--- src/rtl/alu_stage_pkg.sv ---
// Shared definitions for the ALU issue stage.
//   ALU_DATA_W : default operand/result width
//   ALU_OP_W   : default opcode width
//   state_t    : issue FSM states
package alu_stage_pkg;

  localparam int ALU_DATA_W = 32;
  localparam int ALU_OP_W   = 32;

  typedef enum logic [1:0] {
    IDLE = 2'd0,
    EXEC = 2'd1,
    HOLD = 2'd2
  } state_t;

endpackage

--- src/rtl/alu_cmd_fifo.sv ---
// Synchronous command FIFO, DEPTH entries of W bits.
//   clk, rst_n : clock, synchronous active-low reset (pointers only)
//   push, wdata: write request and data (ignored when full)
//   pop        : read request (ignored when empty)
//   rdata      : head entry, combinational
//   full, empty: occupancy flags from registered pointers
module alu_cmd_fifo #(
  parameter int DEPTH = 4,
  parameter int W     = 96
) (
  input  logic         clk,
  input  logic         rst_n,
  input  logic         push,
  input  logic         pop,
  input  logic [W-1:0] wdata,
  output logic [W-1:0] rdata,
  output logic         full,
  output logic         empty
);

  localparam int AW = $clog2(DEPTH);
  localparam logic [AW:0] PTR_ONE = {{AW{1'b0}}, 1'b1};

  // Pointers carry one extra wrap bit so full and empty are distinguishable.
  logic [AW:0]  wr_ptr_q, wr_ptr_d;
  logic [AW:0]  rd_ptr_q, rd_ptr_d;
  logic [W-1:0] mem_q [DEPTH];
  logic         do_push, do_pop;

  assign empty   = (wr_ptr_q == rd_ptr_q);
  assign full    = (wr_ptr_q[AW] != rd_ptr_q[AW]) &&
                   (wr_ptr_q[AW-1:0] == rd_ptr_q[AW-1:0]);
  assign do_push = push && !full;
  assign do_pop  = pop && !empty;
  assign rdata   = mem_q[rd_ptr_q[AW-1:0]];

  always_comb begin
    wr_ptr_d = wr_ptr_q;
    rd_ptr_d = rd_ptr_q;
    if (do_push) wr_ptr_d = wr_ptr_q + PTR_ONE;
    if (do_pop)  rd_ptr_d = rd_ptr_q + PTR_ONE;
  end

  always_ff @(posedge clk) begin
    if (!rst_n) begin
      wr_ptr_q <= '0;
      rd_ptr_q <= '0;
    end else begin
      wr_ptr_q <= wr_ptr_d;
      rd_ptr_q <= rd_ptr_d;
    end
  end

  // Storage needs no reset; the pointers define which entries are live.
  always_ff @(posedge clk) begin
    if (do_push) mem_q[wr_ptr_q[AW-1:0]] <= wdata;
  end

endmodule

--- src/rtl/alu_cmd_issue.sv ---
// Issue stage in front of a combinational ALU.
// Buffers commands, drives registered operands to the ALU one at a time,
// captures the result and presents it with a sequence tag.
//   clk, rst_n                 : clock, synchronous active-low reset
//   in_valid/in_ready          : command handshake; in_a, in_b, in_op payload
//   alu_a/alu_b/alu_op         : registered operands to the ALU
//   alu_result                 : ALU output (combinational on alu_*)
//   out_valid/out_ready        : result handshake; out_result, out_tag payload
//   busy                       : FIFO non-empty or FSM not idle
//   done_count                 : completed result handshakes, wraps
//
// state | meaning
// IDLE  | waiting for a buffered command
// EXEC  | operands stable at the ALU; result captured at the end of this cycle
// HOLD  | result presented, waiting for out_ready
module alu_cmd_issue
  import alu_stage_pkg::*;
#(
  parameter int DATA_W = ALU_DATA_W,
  parameter int OP_W   = ALU_OP_W,
  parameter int DEPTH  = 4,
  parameter int TAG_W  = 4
) (
  input  logic              clk,
  input  logic              rst_n,
  input  logic              in_valid,
  output logic              in_ready,
  input  logic [DATA_W-1:0] in_a,
  input  logic [DATA_W-1:0] in_b,
  input  logic [OP_W-1:0]   in_op,
  output logic [DATA_W-1:0] alu_a,
  output logic [DATA_W-1:0] alu_b,
  output logic [OP_W-1:0]   alu_op,
  input  logic [DATA_W-1:0] alu_result,
  output logic              out_valid,
  input  logic              out_ready,
  output logic [DATA_W-1:0] out_result,
  output logic [TAG_W-1:0]  out_tag,
  output logic              busy,
  output logic [15:0]       done_count
);

  localparam int CMD_W = 2*DATA_W + OP_W;
  localparam logic [TAG_W-1:0] TAG_ONE = {{(TAG_W-1){1'b0}}, 1'b1};

  state_t              state_q, state_d;
  logic [DATA_W-1:0]   alu_a_q, alu_a_d;
  logic [DATA_W-1:0]   alu_b_q, alu_b_d;
  logic [OP_W-1:0]     alu_op_q, alu_op_d;
  logic [DATA_W-1:0]   out_result_q, out_result_d;
  logic                out_valid_q, out_valid_d;
  logic [TAG_W-1:0]    out_tag_q, out_tag_d;
  logic [TAG_W-1:0]    issue_cnt_q, issue_cnt_d;
  logic [15:0]         done_count_q, done_count_d;

  logic                fifo_full, fifo_empty, fifo_push, fifo_pop;
  logic [CMD_W-1:0]    fifo_rdata;
  logic                load;

  assign in_ready  = !fifo_full;
  assign fifo_push = in_valid && !fifo_full;

  alu_cmd_fifo #(
    .DEPTH (DEPTH),
    .W     (CMD_W)
  ) u_fifo (
    .clk   (clk),
    .rst_n (rst_n),
    .push  (fifo_push),
    .pop   (fifo_pop),
    .wdata ({in_a, in_b, in_op}),
    .rdata (fifo_rdata),
    .full  (fifo_full),
    .empty (fifo_empty)
  );

  always_comb begin
    state_d      = state_q;
    alu_a_d      = alu_a_q;
    alu_b_d      = alu_b_q;
    alu_op_d     = alu_op_q;
    out_result_d = out_result_q;
    out_valid_d  = out_valid_q;
    out_tag_d    = out_tag_q;
    issue_cnt_d  = issue_cnt_q;
    done_count_d = done_count_q;
    load         = 1'b0;

    case (state_q)
      IDLE: begin
        if (!fifo_empty) load = 1'b1;
      end
      EXEC: begin
        out_result_d = alu_result;
        out_valid_d  = 1'b1;
        state_d      = HOLD;
      end
      HOLD: begin
        if (out_valid_q && out_ready) begin
          done_count_d = done_count_q + 16'd1;
          out_valid_d  = 1'b0;
          if (!fifo_empty) load = 1'b1;
          else             state_d = IDLE;
        end
      end
      default: state_d = IDLE;
    endcase

    // Shared by IDLE and HOLD: take the head command and start execution.
    if (load) begin
      {alu_a_d, alu_b_d, alu_op_d} = fifo_rdata;
      out_tag_d   = issue_cnt_q;
      issue_cnt_d = issue_cnt_q + TAG_ONE;
      state_d     = EXEC;
    end
  end

  assign fifo_pop = load;

  always_ff @(posedge clk) begin
    if (!rst_n) begin
      state_q      <= IDLE;
      alu_a_q      <= '0;
      alu_b_q      <= '0;
      alu_op_q     <= '0;
      out_result_q <= '0;
      out_valid_q  <= 1'b0;
      out_tag_q    <= '0;
      issue_cnt_q  <= '0;
      done_count_q <= '0;
    end else begin
      state_q      <= state_d;
      alu_a_q      <= alu_a_d;
      alu_b_q      <= alu_b_d;
      alu_op_q     <= alu_op_d;
      out_result_q <= out_result_d;
      out_valid_q  <= out_valid_d;
      out_tag_q    <= out_tag_d;
      issue_cnt_q  <= issue_cnt_d;
      done_count_q <= done_count_d;
    end
  end

  assign alu_a      = alu_a_q;
  assign alu_b      = alu_b_q;
  assign alu_op     = alu_op_q;
  assign out_valid  = out_valid_q;
  assign out_result = out_result_q;
  assign out_tag    = out_tag_q;
  assign done_count = done_count_q;
  assign busy       = !fifo_empty || (state_q != IDLE);

endmodule

--- config.mk ---
export PLATFORM = sky130hd
export DESIGN_NAME = alu_cmd_issue
export DESIGN_NICKNAME = d
export VERILOG_FILES = /design/src/rtl/alu_stage_pkg.sv /design/src/rtl/alu_cmd_fifo.sv /design/src/rtl/alu_cmd_issue.sv
export SDC_FILE = /design/constraint.sdc
export NUM_CORES = 1
export LEC_CHECK = 0
export BUFFER_PORTS_ARGS = -buffer_cell sky130_fd_sc_hd__buf_2
export CORE_UTILIZATION = 59
export DETAILED_ROUTE_END_ITERATION = 7
export PLACE_DENSITY = 0.83
export SLEW_MARGIN = 20
export SYNTH_ARGS = -nofsm -noshare
export SYNTH_HDL_FRONTEND = slang
export SYNTH_SLANG_ARGS = --single-unit
--- constraint.sdc ---
create_clock -name clk -period 8.7 [get_ports clk]
set_input_delay 0.87 -clock clk [delete_from_list [all_inputs] [get_ports clk]]
set_output_delay 0.87 -clock clk [all_outputs]
set_load 0.1 [all_outputs]
==> flow_metrics.env, run 1 <==
export IMPL_outcome="complete, no violations"
export IMPL_nFillCells=1949
export IMPL_min_path_type="flip-flop to flip-flop"
export IMPL_worstSkewPairLatency_ns=0.56
export IMPL_seq_area_sq_mm=0.0148
export IMPL_synthArstFlopShare=0
export IMPL_finished_cell_area_sq_mm=0.0228
export IMPL_layout_worst_path_cycle_share=0.401
export IMPL_postSynthNetCount=1164
export IMPL_syn_area_per_cell_sq_um=18.9
export IMPL_yosysWarnings=0
export IMPL_timing_hold_violations_final=0
export IMPL_global_route_wire_length_before_repair_um=59800
export IMPL_drive_above_1_share=0.353
export IMPL_globalRouteOverflowTotal=0
export IMPL_placementRows=65
export IMPL_critical_path_cell_by_cell="xor2_1 > o311ai_0 > inv_4 > buf_4"
export IMPL_power_density_mw_per_mm2=382
export IMPL_synth_main_ff_cell="edfxtp_1"
export IMPL_placeableCoreArea_sq_mm=0.0319
export IMPL_postRouteWirelength_um=39700
export IMPL_critPathMaxStageDelay_ns=0.97
export IMPL_area_growth_syn_to_layout_pct=17.8
export IMPL_total_global_routing_track_utilization=0.238
export IMPL_top_library_cells_by_usage_in_the_layout_fill_and_taps_aside="edfxtp_1 (384), buf_2 (282), dfxtp_1 (159), a22o_1 (101), mux4_2 (96)"
export IMPL_total_power_w=0.00871
export IMPL_vias_per_cell=5.83
export IMPL_total_half_perimeter_wirelength_after_legalization_and_detailed_placement_um=23000
export IMPL_crit_arrival_ns=3.68
export IMPL_required_ns=8.89
export IMPL_clkTransAtPathRegs_ns=0.06
export IMPL_layout_cells_most_common="edfxtp_1"
export IMPL_skew_ns=0.0252
export IMPL_synth_enable_flop_cells=384
export IMPL_grt_max_degree=78
export IMPL_p_leak_nw=8.29
export IMPL_drt_pass1_iter_count=7
export IMPL_worst_path_buf_inv=2
export IMPL_setup_tns_final_ns=0
export IMPL_finalNetCount=1448
export IMPL_drv_cap=0
export IMPL_syn_instance_count=1025
export IMPL_rsz0062_at_grt="false"
export IMPL_drt_antenna_violating_nets=0
export IMPL_dieArea_sq_mm=0.0335
export IMPL_worstSetupStartpointType="flip-flop"
export IMPL_critPathKind="flip-flop to flip-flop"
export IMPL_top_level_ports=283
export IMPL_reg2reg_to="u_fifo.mem_q[3][16]"
export IMPL_cp_startpoint="u_fifo.rd_ptr_q[0]"
export IMPL_routabilityCongestion=0.747
export IMPL_crit_cells=4
export IMPL_critical_path_max_fanout=52
export IMPL_chipHeight_um=183
export IMPL_holdWs_ns=0.452
export IMPL_ys_seq_elements=545
export IMPL_worstMarginPinSlew_ns=0.973
export IMPL_end_kind="flip-flop"
export IMPL_worst_r2r_startpoint="u_fifo.rd_ptr_q[0]"
export IMPL_synth_lib_cells_used_distinct=38
export IMPL_yosysSeqAreaShare=0.763
export IMPL_cts_setup_buffers=0
export IMPL_via_count_of_the_first_global_routing_pass=10611
export IMPL_r2r_cells=4
export IMPL_slowest_stage="dfxtp_4"
export IMPL_cts_root_buffer="clkbuf_16"
export IMPL_cp_top_family="buffers and inverters"
export IMPL_post_cts_resize_count=0
export IMPL_achievable_frequency_ghz=0.287
export IMPL_drtIter0Drc=794
export IMPL_drv_slew=0
export IMPL_timing_critical_path_to="u_fifo.mem_q[3][16]"
export IMPL_vdd_drop_max_mv=0.339
export IMPL_area_of_the_multi_input_gates_sq_mm=0.00424
export IMPL_vias=10459
export IMPL_fin_crit_ns=3.49
export IMPL_setup_violations=0
export IMPL_max_clock_path_buffers=3
export IMPL_io_buffer_count=282
export IMPL_detailed_place_area_sq_mm=0.0210
export IMPL_detail_route_wl_per_cell_um=22.1
export IMPL_antenna_found_initial=17
export IMPL_tritoncts_num_buffers=51
export IMPL_drc_errors=0
export IMPL_slew_headroom=0.352
export IMPL_ff2ff_setup_slack_ns=5.21
export IMPL_cts_hold_repair_buffers=0
export IMPL_synthesized_cell_area_sq_mm=0.0193
export IMPL_cts_sink_count=545
export IMPL_htreeDepth=2
export IMPL_floorplan_die_width_um=183
export IMPL_floorplan_initialDensity=0.607
export IMPL_cts_tree="done"
-- routing by layer --
layer / routed length [um] / vias up / GRT usage / part of all wire
li1: - / 4654 / - / -
met1: 15500 / 5267 / 0.298 / 0.39
met2: 19800 / 430 / 0.398 / 0.50
met3: 3250 / 86 / 0.0697 / 0.082
met4: 1010 / 22 / 0.0800 / 0.025
met5: 149 / - / 0 / 0.0038
-- worst min path at each step --
stage                              start             end  slack [ns]  cells after the start
final                     out_result[17]  out_result[17]        0.45                      2
after global routing      out_result[24]  out_result[24]        0.47                      2
after CTS                 out_result[19]  out_result[19]        0.45                      2
after detailed placement  out_result[19]  out_result[19]        0.44                      2
after global placement    out_result[21]  out_result[21]        0.44                      2
after floorplan           issue_cnt_q[3]  issue_cnt_q[3]        0.45                      2
-- worst reg2reg max path, stage by stage, from the launching register on --
cell and delay (ns):
dfxtp_4 0.97, xor2_1 0.26, o311ai_0 0.84, inv_4 0.46, buf_4 0.59
-- through the flow --
step / setup slack (ns) / utilization / std cells
floorplan: 4.89 / - / 1025
finish: 5.21 / 0.715 / 1794
global placement: 4.98 / 0.660 / 1690
detailed placement: 4.87 / 0.660 / 1690
global route: 4.85 / 0.714 / 1790
CTS: 4.88 / 0.713 / 1786
-- flip-flops by register name, summed over array words and instances, names as in the netlist --
signal	count
alu_a	32
alu_b	32
alu_op	32
done_count	16
issue_cnt_q	4
out_result	32
out_tag	4
out_valid	1
state_q	2
u_fifo.mem_q	384
u_fifo.rd_ptr_q	3
u_fifo.wr_ptr_q	3
-- final cells by class --
cell class                 count  share of cell area
clock buffer                  74              0.0643
sequential                   545               0.648
tap                          435              0.0239
timing repair buffer         291              0.0656
multi-input combinational    413               0.186
inverter                       7             0.00126
antenna                        7            0.000769
clock inverter                22              0.0101
-- cell usage after synthesis (7+ instances only) --
cell / count / area share
edfxtp_1: 384 / 0.60
dfxtp_1: 161 / 0.17
a22o_1: 101 / 0.046
mux4_2: 96 / 0.11
nand2_1: 82 / 0.016
a21oi_1: 41 / 0.011
clkbuf_1: 23 / 0.0045
nor2_1: 16 / 0.0031
buf_2: 13 / 0.0034
buf_6: 10 / 0.0058
nand3_1: 9 / 0.0023
xor2_1: 8 / 0.0036
buf_1: 7 / 0.0014
buf_4: 7 / 0.0027
ha_1: 7 / 0.0045
xnor2_1: 7 / 0.0032
-- power breakdown --
group / switching [W] / internal (W)
Combinational: 0.00242 / 0.000677
Sequential: 0.000267 / 0.00314
Clock: 0.000914 / 0.00129
-- cells by family after synthesis --
family / synth area share
flip-flops: 0.763
AO/OA/AOI/OAI: 0.0611
AND/OR/NAND/NOR: 0.0316
multiplexers: 0.114
buffers and inverters: 0.0191
XOR/XNOR: 0.00679
adder cells (fa/ha/maj): 0.00453
No activity file was read; power rests on OpenSTA's default activity.
==> run 2: changes to the inputs <==
--- a/config.mk
+++ b/config.mk
@@ -5,10 +5,11 @@
 export SDC_FILE = /design/constraint.sdc
 export NUM_CORES = 1
 export LEC_CHECK = 0
+export ABC_AREA = 1
 export BUFFER_PORTS_ARGS = -buffer_cell sky130_fd_sc_hd__buf_2
-export CORE_UTILIZATION = 59
+export CORE_UTILIZATION = 57
 export DETAILED_ROUTE_END_ITERATION = 7
-export PLACE_DENSITY = 0.83
+export PLACE_DENSITY = 0.8
 export SLEW_MARGIN = 20
 export SYNTH_ARGS = -nofsm -noshare
 export SYNTH_HDL_FRONTEND = slang
==> constraint.sdc (replaced) <==
create_clock -name clk -period 3.7 [get_ports clk]
set_input_delay 0.37 -clock clk [delete_from_list [all_inputs] [get_ports clk]]
set_output_delay 0.37 -clock clk [all_outputs]
set_load 0.1 [all_outputs]
==> run 2 against run 1 <==
  * Combinational power rose by 130%
  * Critical path depth rose by 1
  * Register-to-register slack got worse by 4.0 ns
  * Routed wire length rose by 18%
  * Clock skew fell by 0.0071 ns
  * Synthesized cell count rose by 65%
  * Worst hold slack got worse by 0.43 ns
  * Power rose by 130%
  * Count of clock-buffer cells in the layout rose by 5
  * Cell area rose by 3.8%
==> flow_metrics.env, run 2 <==
export IMPL_yosysWarnings=0
export IMPL_end_kind="primary output"
export IMPL_synth_xor_area_share=0.00388
export IMPL_outcome="complete, no violations"
export IMPL_synth_top_cells_by_area="edfxtp_1 (58%), dfxtp_1 (16%), o21ai_0 (5.9%), nor2_1 (5.4%), nand2_1 (4.4%)"
export IMPL_cp_top_family="simple AND/OR/NAND/NOR gates"
export IMPL_total_global_routing_track_utilization=0.257
export IMPL_critPathKind="flip-flop to primary output"
export IMPL_placementRows=68
export IMPL_drt_pass1_iter_count=5
export IMPL_min_path_type="input port to flip-flop"
export IMPL_cp_startpoint="out_valid"
export IMPL_worst_path_buf_inv=1
export IMPL_critical_path_max_fanout=44
export IMPL_ys_seq_elements=545
export IMPL_chipHeight_um=189
export IMPL_vias_per_cell=5.62
export IMPL_power_density_mw_per_mm2=841
export IMPL_worst_r2r_startpoint="u_fifo.wr_ptr_q[0]"
export IMPL_synth_enable_flop_cells=384
export IMPL_skew_ns=0.0181
export IMPL_io_buffer_count=282
export IMPL_critical_path_cell_by_cell="nand2_1 > a21oi_2 > nand2_4 > nand2_1 > buf_2"
export IMPL_worstMarginPinSlew_ns=1.13
export IMPL_area_growth_syn_to_layout_pct=18.4
export IMPL_antenna_found_initial=10
export IMPL_drtIter0Drc=1193
export IMPL_setup_violations=0
export IMPL_drt_antenna_violating_nets=0
export IMPL_vias=13907
export IMPL_post_synth_top_area_fraction=0.577
export IMPL_grt_max_degree=118
export IMPL_synthArstFlopShare=0
export IMPL_critPathMostFrequentCell="nand2_1"
export IMPL_synthSimpleGateAreaFrac=0.131
export IMPL_synth_top_family_by_area="simple AND/OR/NAND/NOR gates"
export IMPL_slew_headroom=0.249
export IMPL_min_from="in_a[7]"
export IMPL_drc_errors=0
export IMPL_synth_main_ff_cell="edfxtp_1"
export IMPL_global_route_wire_length_before_repair_um=71000
export IMPL_timing_hold_violations_final=0
export IMPL_worstSetupStartpointType="flip-flop"
export IMPL_via_count_of_the_first_global_routing_pass=13181
export IMPL_htreeDepth=2
export IMPL_synth_fa_ha_area_frac=0.00438
export IMPL_worstSkewPairLatency_ns=0.57
export IMPL_cts_sink_count=545
export IMPL_synthesized_cell_area_sq_mm=0.0200
export IMPL_p_leak_nw=9.31
export IMPL_synth_lib_cells_used_distinct=29
export IMPL_tritoncts_num_buffers=52
export IMPL_top_level_ports=283
export IMPL_floorplan_initialDensity=0.578
export IMPL_globalRouteOverflowTotal=0
export IMPL_syn_instance_count=1694
export IMPL_clkTransAtPathRegs_ns=0.06
export IMPL_finalNetCount=2103
export IMPL_layout_worst_path_cycle_share=0.764
export IMPL_yosys_area_top_type="edfxtp_1"
export IMPL_critPathMaxStageDelay_ns=0.45
export IMPL_drv_slew=0
export IMPL_required_ns=3.33
export IMPL_postRouteWirelength_um=46800
export IMPL_setup_slack_ns=0.873
export IMPL_setup_tns_final_ns=0
export IMPL_rsz0062_at_grt="false"
export IMPL_routabilityCongestion=0.810
export IMPL_top_library_cells_by_usage_in_the_layout_fill_and_taps_aside="edfxtp_1 (384), nor2_1 (286), buf_2 (281), nand2_1 (234), o21ai_0 (234)"
export IMPL_fin_crit_ns=2.83
export IMPL_yosys_cell_count_top_type="edfxtp_1"
export IMPL_drive_above_1_share=0.194
export IMPL_synth_area_in_compound_gates=0.0940
export IMPL_layout_cells_most_common="edfxtp_1"
export IMPL_achievable_frequency_ghz=0.354
export IMPL_total_half_perimeter_wirelength_after_legalization_and_detailed_placement_um=26400
export IMPL_crit_arrival_ns=2.46
export IMPL_cts_root_buffer="clkbuf_16"
export IMPL_postSynthNetCount=1833
export IMPL_drv_cap=0
export IMPL_largest_register_ffs=384
export IMPL_placeableCoreArea_sq_mm=0.0345
export IMPL_cts_tree="done"
export IMPL_slowest_stage="buf_2"
export IMPL_syn_area_per_cell_sq_um=11.8
export IMPL_max_clock_path_buffers=3
export IMPL_synth_mux_area_fraction=0.000501
export IMPL_synthTopCellsByCount="edfxtp_1 (384), nor2_1 (290), nand2_1 (234), o21ai_0 (234), dfxtp_1 (161)"
export IMPL_yosysSeqAreaShare=0.738
export IMPL_detailedPlace_worstSlack_ns=1.19
export IMPL_floorplan_die_width_um=189
export IMPL_dieArea_sq_mm=0.0358
export IMPL_vdd_drop_max_mv=0.749
export IMPL_detail_route_wl_per_cell_um=18.9
export IMPL_cts_setup_buffers=0
==> run 2: cell count changes after synthesis, sizes merged, moves of 101 or more <==
cell / delta
a22o: -101
nand2: +153
nand3: +107
nor2: +276
o21ai: +231
==> run 2: area by class of cell <==
type	count	area, sq um
well taps	455	569
clock buffers	79	1480
diodes	10	25.0
inverters	25	100
repair buffers	324	1830
fillers	2396	10900
flip-flops and latches	545	14800
multi-input cells	1016	4710
clock inverters	19	176
==> run 2: cells by family after synthesis <==
group           count (synthesis)
fa+ha+maj                       7
simple gates                  650
flops                         545
buf+inv                       133
xor+xnor                        8
compound gates                350
mux                             1
==> run 2: final timing paths <==
| path | cells after the start | slack [ns] | to |
|---|---|---|---|
| worst max-delay path | 5 | 0.87 | busy |
| worst min-delay path | 1 | 0.02 | u_fifo.mem_q[2][71] |
| worst max register to register | 6 | 1.17 | alu_op[5] |
| worst min register to register | 2 | 0.47 | alu_a[18] |
==> run 2: through the flow <==
stage | std cells | hold WS, ns | instance area (sq um) | util | power (W)
CTS | 2463 | 0.000362 | 23600 | 0.684 | 0.0199
global placement | 2343 | 0.453 | 21700 | 0.630 | 0.0146
floorplan | 1694 | 0.451 | 20000 | - | 0.0133
global route | 2470 | -0.000862 | 23600 | 0.685 | 0.0207
detailed placement | 2343 | 0.458 | 21700 | 0.630 | 0.0148
finish | 2473 | 0.0219 | 23700 | 0.685 | 0.0199
==> run 2: what timing repair did <==
item,in CTS,in global routing
endpoints found under the hold margin,83,0
resized for setup,0,0
endpoints found under the setup margin,0,0
hold buffers,22,0
==> run 2: layer usage <==
| layer | track usage | vias to the layer above | routed length (um) |
|---|---|---|---|
| met2 | 0.434 | 594 | 23300 |
| li1 | - | 6541 | - |
| met4 | 0.122 | 2 | 1470 |
| met1 | 0.321 | 6684 | 18700 |
| met3 | 0.0478 | 86 | 3400 |
| met5 | 0 | - | 13 |
==> run 2: report_power, final <==
group          total, W  switching (W)  internal [W]
Clock           0.00514        0.00216       0.00298
Sequential      0.00759       0.000325       0.00726
Combinational   0.00717        0.00590       0.00127
Total            0.0199        0.00839        0.0115
==> run 2: worst reg2reg max path: stages, from the launching register on <==
cell	delay, ns
dfxtp_1	0.36
xnor2_1	0.30
nand3_2	0.24
nand2_4	0.51
buf_4	0.73
nand3_1	0.20
nand2_1	0.11
